[src/rtl/cla_pkg.sv]
// Shared types and constants for the 4-bit carry look-ahead adder family.
package cla_pkg;

    localparam int CLA_WIDTH = 4;

    typedef logic [CLA_WIDTH-1:0] cla_nibble_t;

endpackage

[src/rtl/cla_4bit_core.sv]
// Combinational 4-bit carry look-ahead slice: flat carry equations plus group P/G
// so a second-level look-ahead unit can cascade several slices.
module cla_4bit_core
    import cla_pkg::*;
(
    input  logic [3:0] in1,
    input  logic [3:0] in2,
    input  logic       c_in,
    output logic [3:0] sum,
    output logic       c_out,
    output logic       grp_p,
    output logic       grp_g
);

    cla_nibble_t p;
    cla_nibble_t g;
    cla_nibble_t c;
    logic        c4;

    assign p = in1 ^ in2;
    assign g = in1 & in2;

    // Each carry is a two-level sum of products; no carry feeds another.
    assign c[0] = c_in;
    assign c[1] = g[0] | (p[0] & c_in);
    assign c[2] = g[1] | (p[1] & g[0]) | (p[1] & p[0] & c_in);
    assign c[3] = g[2] | (p[2] & g[1]) | (p[2] & p[1] & g[0])
                | (p[2] & p[1] & p[0] & c_in);
    assign c4   = g[3] | (p[3] & g[2]) | (p[3] & p[2] & g[1])
                | (p[3] & p[2] & p[1] & g[0])
                | (p[3] & p[2] & p[1] & p[0] & c_in);

    assign sum   = p ^ c;
    assign c_out = c4;
    assign grp_p = &p;
    assign grp_g = g[3] | (p[3] & g[2]) | (p[3] & p[2] & g[1])
                 | (p[3] & p[2] & p[1] & g[0]);

endmodule

[src/rtl/cla_4bit.sv]
// Registered 4-bit carry look-ahead adder: one-cycle latency, result registers
// load only on in_valid, out_valid tracks in_valid every cycle.
module cla_4bit
    import cla_pkg::*;
#(
    parameter int WIDTH = 4
) (
    input  logic       clk,
    input  logic       rst_n,
    input  logic       in_valid,
    input  logic [3:0] in1,
    input  logic [3:0] in2,
    input  logic       c_in,
    output logic [3:0] sum,
    output logic       c_out,
    output logic       grp_p,
    output logic       grp_g,
    output logic       out_valid
);

    if (WIDTH != CLA_WIDTH) begin : g_width_chk
        $error("cla_4bit: WIDTH must be 4");
    end

    cla_nibble_t core_sum;
    logic        core_c_out;
    logic        core_grp_p;
    logic        core_grp_g;

    cla_4bit_core u_core (
        .in1   (in1),
        .in2   (in2),
        .c_in  (c_in),
        .sum   (core_sum),
        .c_out (core_c_out),
        .grp_p (core_grp_p),
        .grp_g (core_grp_g)
    );

    cla_nibble_t sum_q, sum_d;
    logic        c_out_q, c_out_d;
    logic        grp_p_q, grp_p_d;
    logic        grp_g_q, grp_g_d;
    logic        out_valid_q, out_valid_d;

    always_comb begin
        sum_d       = sum_q;
        c_out_d     = c_out_q;
        grp_p_d     = grp_p_q;
        grp_g_d     = grp_g_q;
        out_valid_d = in_valid;
        if (in_valid) begin
            sum_d   = core_sum;
            c_out_d = core_c_out;
            grp_p_d = core_grp_p;
            grp_g_d = core_grp_g;
        end
    end

    always_ff @(posedge clk or negedge rst_n) begin
        if (!rst_n) begin
            sum_q       <= '0;
            c_out_q     <= 1'b0;
            grp_p_q     <= 1'b0;
            grp_g_q     <= 1'b0;
            out_valid_q <= 1'b0;
        end else begin
            sum_q       <= sum_d;
            c_out_q     <= c_out_d;
            grp_p_q     <= grp_p_d;
            grp_g_q     <= grp_g_d;
            out_valid_q <= out_valid_d;
        end
    end

    assign sum       = sum_q;
    assign c_out     = c_out_q;
    assign grp_p     = grp_p_q;
    assign grp_g     = grp_g_q;
    assign out_valid = out_valid_q;

endmodule

[config.mk]
export PLATFORM = sky130hd
export DESIGN_NAME = cla_4bit
export DESIGN_NICKNAME = d
export VERILOG_FILES = /design/src/rtl/cla_pkg.sv /design/src/rtl/cla_4bit_core.sv /design/src/rtl/cla_4bit.sv
export SDC_FILE = /design/constraint.sdc
export NUM_CORES = 1
export LEC_CHECK = 0
export CAP_MARGIN = 20
export CORE_AREA = 2 2 39 41
export CTS_CLUSTER_DIAMETER = 150
export CTS_CLUSTER_SIZE = 40
export DETAILED_ROUTE_END_ITERATION = 7
export DIE_AREA = 0 0 41 43
export GPL_ROUTABILITY_DRIVEN = 0
export GPL_TIMING_DRIVEN = 1
export PLACE_DENSITY = 0.68
export REMOVE_ABC_BUFFERS = 1
export SLEW_MARGIN = 20
export SYNTH_ARGS = -nofsm -noshare
export SYNTH_HDL_FRONTEND = slang
export SYNTH_SLANG_ARGS = --single-unit
[constraint.sdc]
create_clock -name clk -period 0.8 [get_ports clk]
set_input_delay 0.08 -clock clk [delete_from_list [all_inputs] [get_ports clk]]
set_output_delay 0.08 -clock clk [all_outputs]
set_load 0.01 [all_outputs]
==> flow_summary.ini <==
[final_layout]
layout.nets = 102
insertedDiodeCount = 0
final_area_um2 = 878.3
drive_gt1_share_pct = 63.41
syn2layout_area_growth_pct = 89.22

[synthesis]
seq_area_frac_synth_pct = 43.13
ys_warn_count = 0
async_flop_share_pct = 100.0
yosysTopAreaCell = dfrtp_1
ys_seq_elements = 8
synth.most_common_cell = dfrtp_1
synth.distinct_cells = 22
synth_top_area_share_pct = 43.13
synth.area.top_cells = dfrtp_1, ha_1, inv_1
synth-edff-count = 0
synthesis.area_um2 = 464.2
syn_avg_cell_area_um2 = 10.55
synth_ff_type = dfrtp_1
syn_inst = 44
ys_top_cells_by_count = dfrtp_1, inv_1, ha_1

[job]
drv_cap = 0

[hold_path]
hold_depth = 1
hold_start = in_valid
min-delay-path-class = in -> reg
holdPathEnd = out_valid

[sta]
fin_skew_ns = 0
rsz0062_at_grt = true
hold_viol_final = 0
finalCriticalPeriod_ns = 0.8709
fin_crit_sh_pct = 108.9
clock.fmax_ghz = 1.148
holdWs_ns = 0.1246
slew_headroom_pct = 87.34
setup_viol = 11
drv_slew = 0
worst_slew_pin_slew_ns = 0.1883
worst_slack_ns = -0.07086

[route]
via_per_inst = 4.878
drtPass1Iterations = 4
dr.max_layer_used = met4
wire_per_inst_um = 12.18
drt_iter0_drc = 8
drt_wl_total_um = 1194
drc = 0
wl_met3_um = 55
vias = 478
met1_length_um = 467
ant_nets = 0
wl_met2_um = 658

[cts]
clk_pin_slew_ns = 0.05
cts_sinks = 8
clkLatencyLatePin_ns = 0.26
htreeDepth = 1
clock_tree.root_cell = clkbuf_4
clockBufferDepth = 2
numCtsBuffers = 3
cts_tree = yes

[floorplan]
ios = 20
initial_utilization_pct = 33.54
coreArea_um2 = 1384
dieWidth_um = 41
rows = 14
dieArea_um2 = 1763
die_y_um = 43

[status]
violations = negative setup slack
status = complete, but fails checks

[power_and_ir_drop]
p_leak_nw = 0.4156
p_per_area_nw_per_um2 = 1492
intPower_mw = 0.9359
p_clk_share_pct = 23.9
power_frac_seq_pct = 37.3
swShare_pct = 28.56
p_comb_share_pct = 38.8
power.net_switching_mw = 0.3742
vdd_drop_max_uv = 1169

[placed_design]
pre_cts_slack_ns = -0.8053
port_buffers = 19
dp_hpwl_um = 880.4
dpl-instance-area_um2 = 777.0

[critical_path]
reg2reg_from = c_out
arrival_ns = 1.06
cp.required_ns = 0.99
rrSetupSlack_ns = 0.01
crit_slowest_cell = or4_1
crit_path_cell_trace = buf_8 > ha_4 > inv_2 > or4_1 > nand4_1
reg2reg_to = c_out
critPathKind = in -> reg
start_kind = primary input
critical_path.endpoint_type = register
cpPeakStageDelay_ns = 0.47
worst_r2r_path_depth = 2
critical-path-top-delay-family = simple AND/OR/NAND/NOR gates
critical_path.n_buffers_inverters = 2
critPathMaxFanout = 4

[grt]
grt_max_degree = 9
grt_use_total_pct = 16.99
grt_antenna_before_repair = 0
overflow = 0
grt_pass1_vias = 474
grt_pass1_wl_um = 1932
==> how the worst max path moves through the flow <==
stage / start / to / slack (ns) / cells past startpoint
after floorplan: in1[1] / sum[2] / -0.33 / 4
after global routing: in2[1] / sum[2] / -0.1 / 5
after CTS: sum[1] / sum[1] / -0.07 / 1
after detailed placement: in1[0] / sum[1] / -0.81 / 5
final: in2[1] / sum[2] / -0.07 / 5
after global placement: in1[0] / sum[1] / -0.79 / 5
==> cell usage in the layout (no fill, tap or decap), drive strengths merged <==
master         Yosys  layout
buf                0      33
dfrtp              8       8
inv                7       7
ha                 5       5
nand2              3       3
nand4              3       3
clkbuf             0       3
a21oi              3       3
o22a               2       2
nand3              1       1
or2b               1       1
o2111ai            1       1
or4                1       1
or3                1       1
xnor2              1       1
mux2               1       1
o21ai              1       1
and4               1       1
a31oi              1       1
o31ai              1       1
o2bb2ai            1       1
fa                 1       1
clkdlybuf4s15      0       1
clkdlybuf4s50      0       1
==> worst register-to-register path: cells and delay by family (launching register included) <==
family / cells / cell delay (ns)
buf+inv: 1 / 0.13
compound gates: 1 / 0.18
flops: 1 / 0.37
==> routing by layer <==
metal	GRT usage, %	vias to the layer above
li1	-	239
met1	18.75	226
met2	27.19	11
met3	7.853	2
met4	6.000	0
met5	0	-
==> power by group through the flow <==
stage / clock network, mW / registers (mW) / logic [mW]
floorplan: 0 / 0.521 / 0.133
global placement: 0 / 0.495 / 0.443
detailed placement: 0 / 0.497 / 0.448
CTS: 0.322 / 0.487 / 0.468
global route: 0.340 / 0.496 / 0.554
finish: 0.313 / 0.489 / 0.508
==> logic make-up after synthesis <==
logic type,share of synthesized area (%)
buffers and inverters,5.659
AOI/OAI and AO/OA,15.09
adders and majority gates,17.79
muxes,2.426
and+or+nand+nor,14.02
DFF,43.13
xor gates and xnor gates,1.887
==> through the flow <==
stage | power [mW] | std cells | util (%) | setup TNS, ns
global route | 1.390 | 98 | 63.47 | -0.8298
global placement | 0.9387 | 91 | 56.15 | -6.015
finish | 1.310 | 98 | 63.47 | -0.4684
floorplan | 0.6546 | 44 | - | -1.221
CTS | 1.277 | 98 | 60.22 | -0.4907
detailed placement | 0.9449 | 91 | 56.15 | -6.166
==> flip-flops by register name, summed over array words and instances, names as in the netlist <==
register / count
grp_p: 1
c_out: 1
sum: 4
out_valid: 1
grp_g: 1
==> cell type report <==
| type | instances | area, um^2 |
|---|---|---|
| multi-input cells | 29 | 307.8 |
| fillers | 107 | 505.5 |
| repair buffers | 35 | 299.0 |
| flip-flops and latches | 8 | 200.2 |
| inverters | 7 | 28.78 |
| well taps | 16 | 20.02 |
| clock buffers | 3 | 22.52 |
==> what timing repair did <==
action	CTS	global route
setup buffers	4	0
gates resized for setup	87	11
pin swaps	12	7
hold buffers	0	0
setup endpoints to repair	15	13
No activity file was read; power rests on OpenSTA's default activity.
